File: src/rtl/tmds_channel_decoder.sv
// TMDS receive channel: finds the 10-bit symbol boundary by hunting for runs of
// control tokens at each bit offset, holds lock, and decodes symbols into
// data enable, 2-bit control and 8-bit pixel data.
module tmds_channel_decoder #(
  parameter int CTRL_RUN   = 16,
  parameter int SEARCH_WIN = 1024,
  parameter int LOCK_WIN   = 4096
) (
  input  logic       clk,
  input  logic       rst_n,
  input  logic [9:0] din,
  output logic       de,
  output logic [1:0] ctrl,
  output logic [7:0] data,
  output logic       locked,
  output logic [3:0] offset
);

  localparam int RUN_W  = $clog2(CTRL_RUN + 1);
  localparam int WIN_W  = $clog2(SEARCH_WIN);
  localparam int LOCK_W = $clog2(LOCK_WIN);

  localparam logic [RUN_W-1:0]  RUN_MAX   = RUN_W'(CTRL_RUN);
  localparam logic [WIN_W-1:0]  WIN_LAST  = WIN_W'(SEARCH_WIN - 1);
  localparam logic [LOCK_W-1:0] LOCK_LAST = LOCK_W'(LOCK_WIN - 1);

  typedef enum logic {
    ST_SEARCH = 1'b0,
    ST_LOCKED = 1'b1
  } state_t;

  state_t            state_q, state_d;
  logic [3:0]        offset_q, offset_d;
  logic [RUN_W-1:0]  run_q, run_d;
  logic [WIN_W-1:0]  win_q, win_d;
  logic [LOCK_W-1:0] lock_q, lock_d;
  logic [9:0]        din_prev_q;
  logic              de_q, de_d;
  logic [1:0]        ctrl_q, ctrl_d;
  logic [7:0]        data_q, data_d;

  // Two consecutive words form a 20-bit window; the offset picks the symbol.
  logic [19:0] cat;
  logic [9:0]  sym;
  assign cat = {din, din_prev_q};
  assign sym = 10'(cat >> offset_q);

  // Token classification of the selected symbol.
  logic       is_ctrl;
  logic [1:0] tok;
  always_comb begin
    is_ctrl = 1'b1;
    tok     = 2'b00;
    case (sym)
      10'h354: tok = 2'b00;
      10'h0AB: tok = 2'b01;
      10'h154: tok = 2'b10;
      10'h2AB: tok = 2'b11;
      default: is_ctrl = 1'b0;
    endcase
  end

  // Data decode: undo optional inversion, then undo the XOR/XNOR chain.
  logic [7:0] d_inv;
  logic [7:0] dec;
  assign d_inv  = sym[9] ? ~sym[7:0] : sym[7:0];
  assign dec[0] = d_inv[0];
  for (genvar gi = 1; gi < 8; gi++) begin : g_dec
    assign dec[gi] = sym[8] ? (d_inv[gi] ^ d_inv[gi-1]) : ~(d_inv[gi] ^ d_inv[gi-1]);
  end

  logic             run_hit;
  logic [RUN_W-1:0] run_step;
  assign run_hit  = (run_q == RUN_MAX);
  assign run_step = !is_ctrl ? '0 : (run_hit ? run_q : run_q + RUN_W'(1));

  // State, counter and output registers; async assert, clocked release.
  always_ff @(posedge clk or negedge rst_n) begin
    if (!rst_n) begin
      state_q    <= ST_SEARCH;
      offset_q   <= 4'd0;
      run_q      <= '0;
      win_q      <= '0;
      lock_q     <= '0;
      din_prev_q <= 10'd0;
      de_q       <= 1'b0;
      ctrl_q     <= 2'b00;
      data_q     <= 8'd0;
    end else begin
      state_q    <= state_d;
      offset_q   <= offset_d;
      run_q      <= run_d;
      win_q      <= win_d;
      lock_q     <= lock_d;
      din_prev_q <= din;
      de_q       <= de_d;
      ctrl_q     <= ctrl_d;
      data_q     <= data_d;
    end
  end

  // Alignment FSM next state plus decoded output next values.
  always_comb begin
    state_d  = state_q;
    offset_d = offset_q;
    run_d    = run_q;
    win_d    = win_q;
    lock_d   = lock_q;
    de_d     = 1'b0;
    ctrl_d   = 2'b00;
    data_d   = 8'd0;

    case (state_q)
      ST_SEARCH: begin
        win_d = win_q + WIN_W'(1);
        run_d = run_step;
        if (run_hit) begin
          // A full run beats a window expiring on the same cycle.
          state_d = ST_LOCKED;
          lock_d  = '0;
          win_d   = '0;
          run_d   = '0;
        end else if (win_q == WIN_LAST) begin
          offset_d = (offset_q == 4'd9) ? 4'd0 : offset_q + 4'd1;
          win_d    = '0;
          run_d    = '0;
        end
      end
      ST_LOCKED: begin
        lock_d = lock_q + LOCK_W'(1);
        run_d  = run_step;
        if (run_hit) begin
          // Fresh run refreshes the lock; a new run is needed for the next refresh.
          lock_d = '0;
          run_d  = '0;
        end else if (lock_q == LOCK_LAST) begin
          state_d = ST_SEARCH;
          win_d   = '0;
          run_d   = '0;
        end
      end
      default: state_d = ST_SEARCH;
    endcase

    // Outputs follow the state being entered so they are zero whenever locked is low.
    if (state_d == ST_LOCKED) begin
      if (is_ctrl) begin
        ctrl_d = tok;
      end else begin
        de_d   = 1'b1;
        data_d = dec;
      end
    end
  end

  assign de     = de_q;
  assign ctrl   = ctrl_q;
  assign data   = data_q;
  assign locked = (state_q == ST_LOCKED);
  assign offset = offset_q;

endmodule

File: config.mk
export PLATFORM = sky130hd
export DESIGN_NAME = tmds_channel_decoder
export DESIGN_NICKNAME = d
export VERILOG_FILES = /design/src/rtl/tmds_channel_decoder.sv
export SDC_FILE = /design/constraint.sdc
export NUM_CORES = 1
export LEC_CHECK = 0
export ABC_CLOCK_PERIOD_IN_PS = 3400
export BUFFER_PORTS_ARGS = -buffer_cell sky130_fd_sc_hd__buf_4
export CORE_MARGIN = 5
export CORE_UTILIZATION = 60
export CTS_BUF_LIST = sky130_fd_sc_hd__clkbuf_4 sky130_fd_sc_hd__clkbuf_8 sky130_fd_sc_hd__clkbuf_16
export DETAILED_ROUTE_END_ITERATION = 6
export HOLD_SLACK_MARGIN = 0.06
export PLACE_DENSITY = 0.88
export SETUP_SLACK_MARGIN = 0.1
export SYNTH_ARGS = -nofsm -noshare
export SYNTH_HDL_FRONTEND = slang
export SYNTH_SLANG_ARGS = --single-unit
File: constraint.sdc
create_clock -name clk -period 3.4 [get_ports clk]
set_input_delay 0.34 -clock clk [delete_from_list [all_inputs] [get_ports clk]]
set_output_delay 0.34 -clock clk [all_outputs]
set_load 0.02 [all_outputs]
==> results.md <==
* Critical Path AT at 3350 ps
* CP Max Fanout at 16
* Largest net degree at the start of global routing at 54
* Simple-gate share of the synthesized area at 14.7%
* Critical path cell sequence: buf_4, mux4_2, a22o_1, a221oi_4, inv_1, ha_1, nand4_1, mux2i_1, or2_2, nor2_1
* Drt first pass iters at 5
* All-Layer GR Usage at 19.2%
* FF+latch count, synth at 53
* Fin worst setup slack at 289 ps
* RSZ-0062 raised after global routing: no
* Seq/Total Area, Yosys at 41.1%
* Fin area at 0.00358 mm^2
* Status: finished clean
* Die area at 0.00694 mm^2
* R2r setup slk at 290 ps
* Asr flop ratio synth at 100%
* Slew HR at 50.7%
* Hold Violations, Final at 0
* Antenna violation net count after detailed routing at 0
* Final cell count without fillers at 396
* Detail Placement HPWL at 4530 um
* Clk_skew at 16.0 ps
* Starting density of the core at 62.3%
* DR iter-0 viols at 142
* Synthesized cell area at 0.00322 mm^2
* Port bufs at 27
* Clk buf depth at 2
* Vias in the first global route at 2325
* Fmax at 321 MHz
* Worst EP required at 3640 ps
* Compound-cell area share of the yosys netlist at 10.3%
* Ratio of cells with drive above 1 in the final layout at 20.9%
* Vias/cell at 5.95
* Worst flop-to-flop path startpoint: offset[1]
* Crit share post-route at 91.5%
* Avg Cell Area, Syn at 10.7 um^2
* CTS tree: done
* Highest cell delay on the worst timing path at 740 ps
* WL per Instance at 16.2 um
* Synth Area in XOR/XNOR at 6.79%
* Cts bufs inserted at 5
* Startpoint Class: register
* Most common cell after layout, fill and taps aside: dfrtp_1
* Worst-path clk slew at 110 ps
* Leakage at 1.59 nW
* R2R depth at 10
* Drt drc at 0
* Kind of critical path: register to register
* Max VDD drop at 0.000181 V
* Net Count, Synth at 325
* Pwr dens at 331 mW/mm^2
* Hold WC Path Type: primary input to asynchronous set/reset pin
* Grt total ovfl at 0
* Worst path top cell family by delay: flip-flops
* Largest family of logic cells by synthesized area: multiplexers
* Synth cell types at 47
* Rows at 26
* Synth warnings at 0
* Via count of the routed design at 2355
* Post-Synth Adder-Cell Area at 4.66%
* RR Endpoint: data[2]
* Area after DPL at 0.00346 mm^2
* Most frequent cells in the layout: dfrtp_1, nor2_1, buf_4
* Number of synthesized flops with an enable pin at 0
* Antenna cell count at 0
* Max-cap violations at 0
* Slew Limit Fails at 0
* Crit-path slowest cell: dfrtp_1
* Worst-skew pair later-pin latency at 320 ps
* Setup bufs post-CTS at 0
* # setup viols final at 0
* Placed Cells at 388
* Post-synth top flop: dfrtp_1
* Area of the core at 0.00517 mm^2
* Routed WL at 6400 um
* Clock sink total at 53
* # IOs at 28
* GPL Wtd Cong at 0.881
* Fin crit period at 3110 ps
* Setup tns final at 0 ps
* Die H at 83.3 um
* Cell count after synthesis at 301
* DP Worst Slack at 350 ps
* Buf/Inv on CP at 2
* Worst setup EP type: register
* Area grow syn2layout at 11.1%
* First-pass GRT wire length at 10900 um
* Clk root buf: clkbuf_8
* CTS H-tree lvls at 2
* Antenna violations before repair at 0
* Final nets at 349
* Multiplexer share of the synthesized area at 17.6%
* Die width at 83.3 um
* Slew at the pin with the worst max-slew slack at 732 ps
synth_stat cells (2+ instances only):
| library cell | number | area (um^2) |
|---|---|---|
| or3_1 | 5 | 31.3 |
| mux2i_1 | 11 | 110 |
| nand2_1 | 27 | 101 |
| o21a_1 | 2 | 15.0 |
| nand3_1 | 8 | 40.0 |
| nor2b_1 | 3 | 18.8 |
| nand2b_1 | 2 | 12.5 |
| ha_1 | 12 | 150 |
| inv_1 | 16 | 60.1 |
| xnor2_1 | 13 | 114 |
| o21ai_0 | 17 | 85.1 |
| clkinv_1 | 2 | 7.51 |
| buf_2 | 6 | 30.0 |
| nand4_1 | 7 | 43.8 |
| buf_6 | 3 | 33.8 |
| clkbuf_1 | 4 | 15.0 |
| dfrtp_1 | 53 | 1330 |
| mux2_2 | 3 | 33.8 |
| a22oi_1 | 2 | 15.0 |
| nor3_1 | 3 | 15.0 |
| a31oi_1 | 2 | 12.5 |
| o41ai_1 | 2 | 17.5 |
| and3_1 | 3 | 18.8 |
| nand3b_1 | 3 | 22.5 |
| a22o_1 | 5 | 43.8 |
| xor2_1 | 12 | 105 |
| mux4_2 | 17 | 383 |
| nor2_1 | 35 | 131 |
| a21oi_1 | 5 | 25.0 |
layer usage:
layer	up-vias	global-route usage (%)	share of wire (%)
met3	4	4.16	7.2
met1	1150	25.7	44
met4	0	6.54	1.3
met5	-	0	0
met2	86	30.9	47
li1	1115	-	-
how the worst max path moves through the flow:
| stage | depth (start not counted) | start | endpoint |
|---|---|---|---|
| 2_1_floorplan | 12 | offset[0] | data[6] |
| 3_3_place_gp | 9 | offset[0] | data[1] |
| 3_5_place_dp | 9 | offset[0] | data[2] |
| 4_1_cts | 10 | offset[0] | run_q[3] |
| 5_1_grt | 10 | offset[1] | data[0] |
| 6_report | 10 | offset[1] | data[2] |
report_power, final:
group / switching, W / internal (W) / total, W
Clock: 0.000219 / 0.000221 / 0.000440
Combinational: 0.0000552 / 0.0000471 / 0.000102
Sequential: 0.00000532 / 0.000636 / 0.000641
Total: 0.000280 / 0.000904 / 0.00118
cell families (layout without fill, tap and decap cells):
group	Yosys count	after routing
AOI/OAI and AO/OA	45	45
xor gates and xnor gates	25	25
adders and majority gates	12	12
buffers and inverters	32	57
DFF	53	53
muxes	33	33
and+or+nand+nor	101	101
metrics by stage:
stage          hold WS (ps)  utilization (%)  total power [W]
3_3_place_gp            405             67.0         0.000751
5_1_grt                 101             69.2          0.00123
3_5_place_dp            408             67.0         0.000754
2_1_floorplan          44.4                -         0.000713
6_report               38.3             69.2          0.00118
4_1_cts                65.0             69.2          0.00119
what timing repair did:
item / 4_1_cts / 5_1_grt
hold buffers: 0 / 0
endpoints found under the setup margin: 0 / 12
gates resized for setup: 0 / 1
flip-flops by register name, indices dropped and copies added, names as in the netlist:
| register | count |
|---|---|
| lock_q | 12 |
| data | 8 |
| ctrl | 2 |
| win_q | 10 |
| run_q | 5 |
| de | 1 |
| din_prev_q | 10 |
| locked | 1 |
| offset | 4 |
layout make-up:
class	count	area (um^2)
clock buffer	5	68.8
tap	70	87.6
multi-input combinational	216	1750
timing repair buffer	31	233
inverter	18	67.6
sequential	53	1330
fill	370	1590
clock inverter	3	46.3
worst register-to-register path: cells and delay by family (launching register included):
kind                     cells  cell delay (ps)
AND/OR/NAND/NOR              3              660
flip-flops                   1              740
buffers and inverters        2              410
multiplexers                 2              470
adder cells (fa/ha/maj)      1              210
AO/OA/AOI/OAI                2              550
No activity file was read; power rests on OpenSTA's default activity.
